===== config.mk =====
export PLATFORM = sky130hd
export DESIGN_NAME = maq_est_y_modos_ctrl_flat
export DESIGN_NICKNAME = d
export VERILOG_FILES = /design/src/rtl/maq_est_y_modos_ctrl_if.sv /design/src/rtl/maq_est_y_modos_ctrl.sv /design/src/flat_wrapper.sv
export SDC_FILE = /design/constraint.sdc
export NUM_CORES = 1
export LEC_CHECK = 0
export BUFFER_PORTS_ARGS = -buffer_cell sky130_fd_sc_hd__buf_2
export CAP_MARGIN = 30
export CORE_MARGIN = 2
export CORE_UTILIZATION = 40
export DETAILED_ROUTE_END_ITERATION = 16
export HOLD_SLACK_MARGIN = 0.06
export PLACE_DENSITY = 0.66
export SKIP_LAST_GASP = 1
export SYNTH_ARGS = -nofsm -noshare
export SYNTH_HDL_FRONTEND = slang
export SYNTH_SLANG_ARGS = --single-unit

===== constraint.sdc =====
create_clock -name clk -period 7.2 [get_ports clk]
set_clock_uncertainty 0.1 [all_clocks]
set_input_delay 0 -clock clk [delete_from_list [all_inputs] [get_ports clk]]
set_output_delay 0 -clock clk [all_outputs]
set_load 0.01 [all_outputs]

===== src/rtl/maq_est_y_modos_ctrl_if.sv =====
// Button/display bundle for the virtual-pet controller.
// The user side drives the buttons; the pet controller drives the levels, state and mode.
interface maq_est_y_modos_ctrl_if;
    logic       Boton_Comida;
    logic       Boton_Medicina;
    logic [2:0] nivel_comida;
    logic [2:0] nivel_salud;
    logic [2:0] estado;
    logic [1:0] modo;

    modport master (
        output Boton_Comida,
        output Boton_Medicina,
        input  nivel_comida,
        input  nivel_salud,
        input  estado,
        input  modo
    );

    modport slave (
        input  Boton_Comida,
        input  Boton_Medicina,
        output nivel_comida,
        output nivel_salud,
        output estado,
        output modo
    );
endinterface


===== src/rtl/maq_est_y_modos_ctrl.sv =====
// Virtual-pet controller: two decaying 3-bit well-being levels, button-driven
// replenishment, a registered pet state derived from the levels and a short
// care-mode indication after each accepted press. MUERTO freezes everything
// until the asynchronous active-low reset.
module maq_est_y_modos_ctrl #(
    parameter int CICLOS_HAMBRE = 50,
    parameter int CICLOS_SALUD  = 100,
    parameter int CICLOS_MODO   = 8,
    parameter int INCREMENTO    = 2
) (
    input  logic                        clk,
    input  logic                        reset,
    maq_est_y_modos_ctrl_if.slave       bus
);

    localparam int HW = $clog2(CICLOS_HAMBRE);
    localparam int SW = $clog2(CICLOS_SALUD);
    localparam int TW = $clog2(CICLOS_MODO + 1);

    typedef enum logic [2:0] {
        FELIZ      = 3'd0,
        NEUTRO     = 3'd1,
        HAMBRIENTO = 3'd2,
        ENFERMO    = 3'd3,
        MUERTO     = 3'd4
    } estado_t;

    typedef enum logic [1:0] {
        NORMAL   = 2'd0,
        COMIENDO = 2'd1,
        CURANDO  = 2'd2
    } modo_t;

    // Bit 0 = feed button, bit 1 = medicine button.
    logic [1:0] btn_raw;
    logic [1:0] pulse;

    assign btn_raw = {bus.Boton_Medicina, bus.Boton_Comida};

    genvar gi;
    generate
        for (gi = 0; gi < 2; gi++) begin : g_btn
            logic sync1_reg;
            logic sync2_reg;
            logic prev_reg;

            // Two-flop synchronizer followed by a delayed copy for edge detection.
            always_ff @(posedge clk or negedge reset) begin
                if (!reset) begin
                    sync1_reg <= 1'b0;
                    sync2_reg <= 1'b0;
                    prev_reg  <= 1'b0;
                end else begin
                    sync1_reg <= btn_raw[gi];
                    sync2_reg <= sync1_reg;
                    prev_reg  <= sync2_reg;
                end
            end

            // One pulse per press regardless of how long the button is held.
            assign pulse[gi] = sync2_reg & ~prev_reg;
        end
    endgenerate

    logic [HW-1:0] cnt_h_reg, cnt_h_next;
    logic [SW-1:0] cnt_s_reg, cnt_s_next;
    logic [2:0]    comida_reg, comida_next;
    logic [2:0]    salud_reg, salud_next;
    logic [TW-1:0] timer_reg, timer_next;
    estado_t       state_reg, state_next;
    modo_t         modo_reg, modo_next;

    logic tick_h;
    logic tick_s;

    assign tick_h = (cnt_h_reg == HW'(CICLOS_HAMBRE - 1));
    assign tick_s = (cnt_s_reg == SW'(CICLOS_SALUD - 1));

    // Add the press gain, remove the decay step, then clamp into 0..7.
    function automatic logic [2:0] sat_level(input logic [2:0] lvl,
                                             input logic inc,
                                             input logic dec);
        int v;
        v = int'(lvl);
        if (inc) v = v + INCREMENTO;
        if (dec) v = v - 1;
        if (v < 0)
            v = 0;
        else if (v > 7)
            v = 7;
        return v[2:0];
    endfunction

    // Next-state logic: decay, replenishment, care-mode timer and pet state.
    always_comb begin
        cnt_h_next  = cnt_h_reg;
        cnt_s_next  = cnt_s_reg;
        comida_next = comida_reg;
        salud_next  = salud_reg;
        timer_next  = timer_reg;
        modo_next   = modo_reg;
        state_next  = state_reg;

        if (state_reg == MUERTO) begin
            // Dead pet: levels and counters frozen, presses ignored.
            state_next = MUERTO;
            modo_next  = NORMAL;
            timer_next = '0;
        end else begin
            cnt_h_next  = tick_h ? '0 : cnt_h_reg + 1'b1;
            cnt_s_next  = tick_s ? '0 : cnt_s_reg + 1'b1;
            comida_next = sat_level(comida_reg, pulse[0], tick_h);
            salud_next  = sat_level(salud_reg, pulse[1], tick_s);

            // Feed wins the mode when both buttons land in the same cycle.
            if (pulse[0]) begin
                modo_next  = COMIENDO;
                timer_next = TW'(CICLOS_MODO);
            end else if (pulse[1]) begin
                modo_next  = CURANDO;
                timer_next = TW'(CICLOS_MODO);
            end else if (timer_reg != '0) begin
                timer_next = timer_reg - 1'b1;
                if (timer_reg == TW'(1))
                    modo_next = NORMAL;
            end

            // State lags the levels by one cycle.
            if (comida_reg == 3'd0 && salud_reg == 3'd0)
                state_next = MUERTO;
            else if (salud_reg <= 3'd2)
                state_next = ENFERMO;
            else if (comida_reg <= 3'd2)
                state_next = HAMBRIENTO;
            else if (comida_reg >= 3'd5 && salud_reg >= 3'd5)
                state_next = FELIZ;
            else
                state_next = NEUTRO;
        end
    end

    // State register; reset returns a full, happy pet at once.
    always_ff @(posedge clk or negedge reset) begin
        if (!reset) begin
            cnt_h_reg  <= '0;
            cnt_s_reg  <= '0;
            comida_reg <= 3'd7;
            salud_reg  <= 3'd7;
            timer_reg  <= '0;
            modo_reg   <= NORMAL;
            state_reg  <= FELIZ;
        end else begin
            cnt_h_reg  <= cnt_h_next;
            cnt_s_reg  <= cnt_s_next;
            comida_reg <= comida_next;
            salud_reg  <= salud_next;
            timer_reg  <= timer_next;
            modo_reg   <= modo_next;
            state_reg  <= state_next;
        end
    end

    assign bus.nivel_comida = comida_reg;
    assign bus.nivel_salud  = salud_reg;
    assign bus.estado       = state_reg;
    assign bus.modo         = modo_reg;

endmodule


===== src/flat_wrapper.sv =====
// flat-port wrapper written by rule: the top's interface ports become plain ports
module maq_est_y_modos_ctrl_flat 
#(
    parameter int CICLOS_HAMBRE = 50,
    parameter int CICLOS_SALUD  = 100,
    parameter int CICLOS_MODO   = 8,
    parameter int INCREMENTO    = 2
)
  (clk, reset, bus_Boton_Comida, bus_Boton_Medicina, bus_nivel_comida, bus_nivel_salud, bus_estado, bus_modo);
  maq_est_y_modos_ctrl_if bus_i ();
  input  logic clk;
  input  logic reset;
  input wire logic [$bits(bus_i.Boton_Comida)-1:0] bus_Boton_Comida;
  input wire logic [$bits(bus_i.Boton_Medicina)-1:0] bus_Boton_Medicina;
  output wire logic [$bits(bus_i.nivel_comida)-1:0] bus_nivel_comida;
  output wire logic [$bits(bus_i.nivel_salud)-1:0] bus_nivel_salud;
  output wire logic [$bits(bus_i.estado)-1:0] bus_estado;
  output wire logic [$bits(bus_i.modo)-1:0] bus_modo;
  assign bus_i.Boton_Comida = bus_Boton_Comida;
  assign bus_i.Boton_Medicina = bus_Boton_Medicina;
  assign bus_nivel_comida = bus_i.nivel_comida;
  assign bus_nivel_salud = bus_i.nivel_salud;
  assign bus_estado = bus_i.estado;
  assign bus_modo = bus_i.modo;
  maq_est_y_modos_ctrl #(.CICLOS_HAMBRE(CICLOS_HAMBRE), .CICLOS_SALUD(CICLOS_SALUD), .CICLOS_MODO(CICLOS_MODO), .INCREMENTO(INCREMENTO)) u_core (.clk(clk), .reset(reset), .bus(bus_i));
endmodule

Yosys cells after proc, flatten, opt, wreduce, memory -nomap -nowiden
Index checks and enable logic that the tools add are counted.
{ "totals": {"regBits": 34, "latchBits": 0, "ramBits": 0, "rom_bits": 0, "input_bits": 4, "out_inout_bits": 11, "n_memories": 0} }
{ "classes": {"add_sub_neg": 7, "multipliers": 0, "div_mod_pow": 0, "order_cmp": 8, "eq_ne": 4, "n_shift": 0, "mux": 28, "n_bitwise": 4, "reduce_logical": 8} }
{ "ops": {"columns": ["cell", "count"], "rows": [
  ["$mux W32", 8],
  ["$gt A32 B4 Y1 const B", 2],
  ["$lt A32 B1 Y1 const B", 2],
  ["$sub A32 B2 Y32 const B", 2],
  ["$mux W3", 8],
  ["$mux W4", 4],
  ["$reduce_bool A4 Y1", 3],
  ["$mux W2", 5],
  ["$add A3 B2 Y4 const B", 2],
  ["$add A7 B1 Y7 const B", 1],
  ["$eq A7 B7 Y1 const B", 1],
  ["$mux W7", 1],
  ["$add A6 B1 Y6 const B", 1],
  ["$eq A6 B6 Y1 const B", 1],
  ["$ge A3 B3 Y1 const B", 2],
  ["$le A3 B2 Y1 const B", 2],
  ["$logic_not A3 Y1", 2],
  ["$mux W6", 1],
  ["$eq A4 B1 Y1 const B", 1],
  ["$sub A4 B1 Y4 const B", 1],
  ["$eq A3 B3 Y1 const B", 1],
  ["$and A1 B1 Y1", 2],
  ["$logic_and A1 B1 Y1", 2],
  ["$not A1 Y1", 2],
  ["other kinds (2)", 2]
]} }

Depth between registers and ports, before layout
Gate-level depths: netlist of run 1.
{ "depth": {"word_depth": 10, "ltp_mapped": 10, "depth_no_buf": 10} }

Worst setup path before layout of run 1
OpenSTA, ideal clock, no wires.
{ "synth_timing": {"kind": "reg-to-reg", "startpoint": "reg u_core.salud_reg[1], in the netlist u_core.bus.nivel_salud[1]", "endpoint": "reg u_core.salud_reg[1], in the netlist u_core.bus.nivel_salud[1]", "setup_time_ps": 87, "arrival_ps": 2211, "required_time_ps": 7013, "slack_ps": 4802, "path_stages_with_launch": 11, "period_less_slack_ps": 2398, "cell_sequence": "dfstp_2 -> inv_1 -> ha_1 -> nand4bb_1 -> o31ai_1 -> and2_1 -> ha_1 -> inv_1 -> a221o_1 -> a211oi_1 -> o22ai_1"} }
{ "synth_between": {"elab_chain_len": 9, "word_cells_on_any_way": 10} }
{ "synth_rtl": {"columns": ["item", "line_no", "source"], "rows": [
  ["start: declaration", "maq_est_y_modos_ctrl.sv:68", "logic [2:0] salud_reg, salud_next;"],
  ["start signal: assignment", "maq_est_y_modos_ctrl.sv:156", "salud_reg <= salud_next;"],
  ["$add A3 B2 Y4", "maq_est_y_modos_ctrl.sv:85", "if (inc) v = v + INCREMENTO;"],
  ["$mux W32 *", "maq_est_y_modos_ctrl.sv:85", null],
  ["$mux W32 *", "maq_est_y_modos_ctrl.sv:104", "if (state_reg == MUERTO) begin"],
  ["$sub A32 B2 Y32", "maq_est_y_modos_ctrl.sv:86", "if (dec) v = v - 1;"],
  ["$mux W32 *", "maq_est_y_modos_ctrl.sv:86", null],
  ["$mux W32 *", "maq_est_y_modos_ctrl.sv:104", null],
  ["$gt A32 B4 Y1", "maq_est_y_modos_ctrl.sv:89", "else if (v > 7)"],
  ["$mux W3", "maq_est_y_modos_ctrl.sv:89", null],
  ["$mux W3 *", "maq_est_y_modos_ctrl.sv:87", "if (v < 0)"]
]} }
Every way passes the cells marked *; elsewhere a longest branch is shown, timed or not. The select of a mux whose other input is x is not followed.
A chain may end at the register's enable or synchronous reset.

Final worst setup path of run 1
{ "layout_timing": {"startpoint": "reg u_core.comida_reg[1], in the netlist u_core.bus.nivel_comida[1]", "endpoint": "reg u_core.comida_reg[2], in the netlist u_core.bus.nivel_comida[2]"} }
{ "layout_between": {"elab_chain_len": 9, "word_cells_on_any_way": 10} }
{ "layout_rtl": {"columns": ["item", "line_no", "source"], "rows": [
  ["start: declaration", "maq_est_y_modos_ctrl.sv:67", "logic [2:0] comida_reg, comida_next;"],
  ["start signal: assignment", "maq_est_y_modos_ctrl.sv:155", "comida_reg <= comida_next;"],
  ["$add A3 B2 Y4", "maq_est_y_modos_ctrl.sv:85", null],
  ["$mux W32 *", "maq_est_y_modos_ctrl.sv:85", null],
  ["$mux W32 *", "maq_est_y_modos_ctrl.sv:104", null],
  ["$sub A32 B2 Y32", "maq_est_y_modos_ctrl.sv:86", null],
  ["$mux W32 *", "maq_est_y_modos_ctrl.sv:86", null],
  ["$mux W32 *", "maq_est_y_modos_ctrl.sv:104", null],
  ["$gt A32 B4 Y1", "maq_est_y_modos_ctrl.sv:89", null],
  ["$mux W3", "maq_est_y_modos_ctrl.sv:89", null],
  ["$mux W3 *", "maq_est_y_modos_ctrl.sv:87", null]
]} }
Marks and branches as above.

==> impl_metrics.csv, run 1 <==
group,metric,value,unit
run_status,status,"finished clean",
power_and_ir_drop,power-per-cell-area,160,nW/um^2
placement,place_inst,283,
finish,area_delta_synth_final,11.8,%
yosys,ys_types,47,
yosys,post_synth.cell_area_avg,9.52,um^2
power_and_ir_drop,p_sw,80.7,uW
detailed_routing,drcViolationCount,0,
clock_tree,cts_resized,0,
floorplan,rows,25,
power_and_ir_drop,swShare,0.226,
finish,largest_register_ffs,7,
setup_path,r2r_cells,9,
global_routing,grt-ovfl-total,0,
power_and_ir_drop,p_clk_frac,0.412,
setup_path,r2r_setup_slack,4.59,ns
setup_path,timing_worst_setup_path_type,"reg2reg",
setup_path,cp_max_fo,7,
setup_path,worstReg2RegStart,"u_core.bus.nivel_comida[1]$_DFFE_PN1P_",
global_routing,grt_pass1_vias,1438,
floorplan,die_w,74.5,um
finish,fin_nets,245,
placement,detailed_place_hpwl,2780,um
hold_path,hp-class,"in2async",
detailed_routing,wirelength,3980,um
floorplan,ioPinCount,15,
floorplan,start_util,0.419,
detailed_routing,routed_via_density,5.43,
sta,min_period,2.61,ns
placement,gp_congestion,0.829,
finish,stdcell_count,294,
sta,finalMaxSlewViolations,0,
power_and_ir_drop,leakage,0.927,nW
sta,finalCritPeriodShare,0.362,
power_and_ir_drop,p_int,276,uW
setup_path,crit_arrival,2.70,ns
detailed_routing,dr.pass1.iters,4,
power_and_ir_drop,ir_drop,97.7,uV
detailed_routing,wl_per_cell,13.5,um
sta,tns,0,ns
sta,slew_headroom,0.481,
run,cap_violations,0,
clock_tree,cts_sinks,34,
setup_path,crit_path_start_kind,"flop",
clock_tree,clock_latency,0.29,ns
sta,rsz0062_at_grt,"false",
sta,fmax,383,MHz
clock_tree,cts_tree,"done",
floorplan,die_area,5560,um^2
finish,final_common_cell,"dfrtp_1",
yosys,synth-async-reset-ratio,1.00,
sta,max_slew.worst_pin.slew,0.779,ns
yosys,syn_inst,209,
yosys,netlist_area,1990,um^2
detailed_routing,drtAntennaViolNets,0,
finish,layout_common_cells,"28 x dfrtp_1, 22 x nand2_1, 15 x o21ai_0, 15 x ha_1",
global_routing,grtUsageTotal,0.161,
setup_path,end_kind,"flop",
global_routing,grt_pass1_wl,6710,um
yosys,yosysWarnings,0,
placement,port_buffers,14,
floorplan,dieHeight,74.5,um
global_routing,grt_max_degree,35,
setup_path,r2r-end,"u_core.bus.nivel_comida[2]$_DFFE_PN1P_",
finish,drive_gt1_frac,0.145,
yosys,synth_edf_count,0,
finish,fillerInstances,474,
setup_path,crit_required,7.29,ns
clock_tree,ctsHtreeMaxLevel,2,
floorplan,core,4750,um^2
finish,antennaDiodeCount,0,
clock_tree,clk_pin_slew,0.07,ns
detailed_routing,drtIter0Drc,141,
sta,setup_viol,0,
power_and_ir_drop,seqPwrFrac,0.545,
clock_tree,cts_buffers,5,
clock_tree,clockBufferDepth,2,
yosys,seq_area_frac_synth,0.431,
yosys,syn_nets,228,
detailed_routing,via_count,1597,
clock_tree,root_buffer,"clkbuf_8",
yosys,synth_ff_type,"dfrtp_1",
power_and_ir_drop,power_frac_comb,0.043,
yosys,ys_ff_latch,34,
global_routing,grt_antenna_before_repair,0,
sta,hold_viol,0,
[worst max path at each step]
stage	from	endpoint	slack [ns]	cells after the start
floorplan	u_core.bus.nivel_salud[1]$_DFFE_PN1P_	u_core.bus.nivel_salud[1]$_DFFE_PN1P_	4.80	10
global placement	u_core.bus.nivel_salud[1]$_DFFE_PN1P_	u_core.bus.nivel_salud[1]$_DFFE_PN1P_	4.64	10
detailed placement	u_core.bus.nivel_comida[1]$_DFFE_PN1P_	u_core.bus.nivel_comida[2]$_DFFE_PN1P_	4.63	9
CTS	u_core.bus.nivel_comida[1]$_DFFE_PN1P_	u_core.bus.nivel_comida[2]$_DFFE_PN1P_	4.61	9
global route	u_core.bus.nivel_comida[1]$_DFFE_PN1P_	u_core.bus.nivel_comida[2]$_DFFE_PN1P_	4.32	9
finish	u_core.bus.nivel_comida[1]$_DFFE_PN1P_	u_core.bus.nivel_comida[2]$_DFFE_PN1P_	4.59	9
[power groups by stage]
stage          Clock [mW]  Sequential (mW)  Combinational (mW)
2_1_floorplan           0            0.197             0.00876
3_3_place_gp            0            0.198              0.0142
3_5_place_dp            0            0.198              0.0143
4_1_cts             0.153            0.194              0.0156
5_1_grt             0.162            0.194              0.0175
6_report            0.147            0.194              0.0152
[worst max-delay path, stage by stage, from the launching register on]
cell	delay, ns
dfstp_2	0.60
inv_1	0.13
ha_1	0.38
nor4bb_1	0.29
a31oi_1	0.09
nor2_1	0.11
ha_1	0.26
a31oi_1	0.06
o2111ai_1	0.35
o211ai_1	0.16
[cells by family after synthesis]
family | after synthesis | synth area share
flip-flops | 34 | 0.431
AND/OR/NAND/NOR | 80 | 0.222
multiplexers | 3 | 0.0151
adder cells (fa/ha/maj) | 15 | 0.0943
buffers and inverters | 17 | 0.0396
AO/OA/AOI/OAI | 55 | 0.176
XOR/XNOR | 5 | 0.0220
[timing repair]
item	CTS	global route
endpoints found under the hold margin	30	0
setup buffers	0	0
hold buffers	3	0
[final cells by class]
| class | instances | area (um^2) | area share |
|---|---|---|---|
| multi-input cells | 158 | 1050 | 0.474 |
| flip-flops and latches | 34 | 858 | 0.386 |
| repair buffers | 17 | 100 | 0.0450 |
| clock buffers | 7 | 86.3 | 0.0388 |
| well taps | 67 | 83.8 | 0.0377 |
| inverters | 10 | 37.5 | 0.0169 |
| clock inverters | 1 | 5.00 | 0.00225 |
[metrics by stage]
step                      setup slack (ns)  instance area (um^2)  hold slack [ns]  utilization  power (mW)
after CTS                             4.61                  2220            0.238        0.468       0.363
after global placement                4.64                  2100          0.00794        0.442       0.212
final                                 4.59                  2220            0.226        0.468       0.356
after detailed placement              4.63                  2100          0.00973        0.442       0.212
after floorplan                       4.80                  1990           -0.396            -       0.206
after global routing                  4.32                  2220            0.250        0.468       0.373
[cells in the mapped netlist, types with 2 or more instances]
library cell | instances | share of area
a211oi_1 | 3 | 0.011
a21oi_1 | 14 | 0.035
a31oi_1 | 8 | 0.025
and2_1 | 2 | 0.0063
buf_2 | 2 | 0.0050
clkbuf_1 | 2 | 0.0038
dfrtp_1 | 28 | 0.35
dfstp_2 | 6 | 0.079
ha_1 | 15 | 0.094
inv_1 | 10 | 0.019
mux2i_1 | 3 | 0.015
nand2_1 | 22 | 0.041
nand2b_1 | 2 | 0.0063
nand3_1 | 12 | 0.030
nand3b_1 | 3 | 0.011
nand4_1 | 5 | 0.016
nor2_1 | 12 | 0.023
nor2b_1 | 2 | 0.0063
nor3_1 | 7 | 0.018
o2111ai_1 | 2 | 0.0088
o211ai_1 | 3 | 0.011
o21ai_0 | 15 | 0.038
o22ai_1 | 2 | 0.0063
or3_1 | 3 | 0.0094
xnor2_1 | 4 | 0.018
[metal layers]
metal  global-route usage  routed length, um
met3               0.0420                166
met2                0.239               1780
met1                0.221               1970
met4               0.0714                 66
met5                    0                  0
Power figures use the tool's default switching activity.
==> inputs of run 2 (changes only) <==
--- a/config.mk
+++ b/config.mk
@@ -5,6 +5,7 @@
 export SDC_FILE = /design/constraint.sdc
 export NUM_CORES = 1
 export LEC_CHECK = 0
+export ABC_AREA = 1
 export BUFFER_PORTS_ARGS = -buffer_cell sky130_fd_sc_hd__buf_2
 export CAP_MARGIN = 30
 export CORE_MARGIN = 2
==> constraint.sdc (replaced) <==
create_clock -name clk -period 2.5 [get_ports clk]
set_clock_uncertainty 0.1 [all_clocks]
set_input_delay 0 -clock clk [delete_from_list [all_inputs] [get_ports clk]]
set_output_delay 0 -clock clk [all_outputs]
set_load 0.01 [all_outputs]
==> impl_metrics.csv, run 2 <==
group,metric,value,unit
run_status,status,"finished clean",
yosys,synth_ff_type,"dfrtp_1",
detailed_routing,drtAntennaViolNets,0,
setup_path,crit_arrival,2.31,ns
finish,drive_gt1_frac,0.191,
yosys,synth-async-reset-ratio,1.00,
yosys,synth_top_family_by_area,"simple AND/OR/NAND/NOR gates",
yosys,synth_top_area_cell,"dfrtp_1",
yosys,synth_area_leaders,"dfrtp_1 36%, nand2_1 11%, ha_1 9.5%",
global_routing,grt_max_degree,35,
sta,tns,0,ns
detailed_routing,routed_via_density,4.64,
global_routing,grt_antenna_before_repair,0,
detailed_routing,drtIter0Drc,62,
yosys,synth_edf_count,0,
yosys,ys_ff_latch,34,
yosys,synth-xor-area-share,0.0267,
setup_path,crit_path_start_kind,"flop",
yosys,ys_types,29,
sta,rsz0062_at_grt,"false",
clock_tree,postCtsSetupBuffers,0,
sta,fmax,457,MHz
placement,dpl-instance-area,2130,um^2
clock_tree,cts_buffers,5,
placement,post-place-ws,0.337,ns
yosys,syn_inst,242,
power_and_ir_drop,finalPower,1.01,mW
finish,stdcell_area,2250,um^2
floorplan,start_util,0.417,
floorplan,rows,25,
setup_path,cp_max_fo,6,
detailed_routing,drcViolationCount,0,
setup_path,crit_required,2.62,ns
yosys,synthAdderAreaFrac,0.0952,
detailed_routing,via_count,1549,
placement,port_buffers,14,
global_routing,grtUsageTotal,0.143,
clock_tree,clockBufferDepth,2,
yosys,post_synth.cell_area_avg,8.14,um^2
clock_tree,clk_pin_slew,0.07,ns
yosys,seq_area_frac_synth,0.436,
finish,fin_nets,285,
power_and_ir_drop,power-per-cell-area,449,nW/um^2
setup_path,timing_worst_setup_path_type,"reg2reg",
finish,area_delta_synth_final,14.1,%
sta,finalMaxSlewViolations,0,
yosys,synth-simple-area-share,0.262,
yosys,synth.most_common_cell,"nand2_1",
floorplan,core,4720,um^2
finish,post-route-util,0.476,
sta,setup_ws,0.314,ns
sta,finalCritPeriodShare,0.874,
setup_path,end_kind,"flop",
floorplan,die_w,74.2,um
clock_tree,ctsHtreeMaxLevel,2,
clock_tree,cts_tree,"done",
global_routing,grt_pass1_vias,1463,
clock_tree,clock_latency,0.28,ns
sta,slew_headroom,0.508,
yosys,synth_compound_area_frac,0.0990,
power_and_ir_drop,leakage,1.15,nW
yosys,synth_mux_area_frac,0,
clock_tree,cts_sinks,34,
finish,largest_register_ffs,7,
sta,setup_viol,0,
finish,layout_common_cells,"58 x nand2_1, 32 x inv_1, 28 x dfrtp_1",
finish,antennaDiodeCount,0,
yosys,yosysWarnings,0,
detailed_routing,wl_per_cell,10.7,um
run,cap_violations,0,
finish,final_common_cell,"nand2_1",
hold_path,hp-class,"in2async",
placement,place_inst,323,
floorplan,ioPinCount,15,
sta,fin_hold_ws,0.219,ns
setup_path,r2r_cells,11,
placement,detailed_place_hpwl,2590,um
yosys,yosys.area.top_type_share,0.356,
yosys,ys_top_cells_by_count,"58 x nand2_1, 32 x inv_1, 28 x dfrtp_1",
power_and_ir_drop,ir_drop,484,uV
global_routing,grt_pass1_wl,6060,um
sta,max_slew.worst_pin.slew,0.738,ns
sta,min_period,2.19,ns
placement,gp_congestion,0.901,
floorplan,die_area,5500,um^2
yosys,netlist_area,1970,um^2
detailed_routing,wirelength,3580,um
setup_path,r2r_setup_slack,0.31,ns
sta,hold_viol,0,
finish,stdcell_count,334,
global_routing,grt-ovfl-total,0,
clock_tree,root_buffer,"clkbuf_8",
yosys,syn_nets,261,
detailed_routing,dr.pass1.iters,4,
floorplan,dieHeight,74.2,um
-- run 2: changes by cell type in the layout (fill, tap and decap cells not counted), moves of 5 or more --
cell,before,now
inv_1,10,32
nand2_2,0,7
inv_2,0,6
a21oi_1,14,19
a31oi_1,8,1
nand2_1,22,58
nor2_1,12,22
o21ai_0,15,6
-- run 2: final timing paths --
kind,startpoint,endpoint
min reg2reg,u_core.g_btn[0].sync1_reg$_DFF_PN0_,u_core.g_btn[0].sync2_reg$_DFF_PN0_
max,u_core.bus.nivel_comida[1]$_DFFE_PN1P_,u_core.bus.nivel_comida[0]$_DFFE_PN1P_
max reg2reg,u_core.bus.nivel_comida[1]$_DFFE_PN1P_,u_core.bus.nivel_comida[0]$_DFFE_PN1P_
min in group clk,u_core.g_btn[0].sync1_reg$_DFF_PN0_,u_core.g_btn[0].sync2_reg$_DFF_PN0_
min,reset,u_core.cnt_s_reg[3]$_DFFE_PN0P_
max in group asynchronous,reset,u_core.g_btn[1].prev_reg$_DFF_PN0_
-- run 2: final cells by class --
cell class                 instances  area [um^2]
clock inverter                     1         5.00
clock buffer                       7         86.3
multi-input combinational        167          951
timing repair buffer              19          115
tap                               67         83.8
inverter                          39          149
sequential                        34          858
fill                             462         2470
-- run 2: cell families after synthesis --
logic type               Yosys count
AO/OA/AOI/OAI                     35
AND/OR/NAND/NOR                  111
buffers and inverters             41
XOR/XNOR                           6
flip-flops                        34
adder cells (fa/ha/maj)           15
-- run 2: routing by layer --
metal | wire, um | vias up | share of wire | GRT usage
li1 | - | 823 | - | -
met1 | 1780 | 711 | 0.50 | 0.176
met2 | 1660 | 13 | 0.46 | 0.242
met3 | 115 | 2 | 0.032 | 0.0434
met4 | 23 | 0 | 0.0064 | 0.0424
met5 | 0 | - | 0 | 0
-- run 2: report_power, final --
part	internal [mW]	total, mW	leakage, nW	switching [mW]
combinational	0.0169	0.0468	0.673	0.0299
sequential	0.556	0.559	0.424	0.00330
clock	0.222	0.404	0.0482	0.182
-- run 2: worst max-delay path, stage by stage (launching register included) --
cell and delay, ns:
dfstp_2 0.58, inv_2 0.07, ha_1 0.30, o21ai_2 0.21, nand3_2 0.09, inv_1 0.07
ha_1 0.23, a31oi_1 0.21, nand2_2 0.10, nand2_1 0.07, nand2_1 0.04, nand2_1 0.06
-- run 2: timing repair --
| item | in CTS | in global routing |
|---|---|---|
| hold buffers | 3 | 0 |
| gates resized for setup | 0 | 0 |
| endpoints found under the hold margin | 30 | 0 |
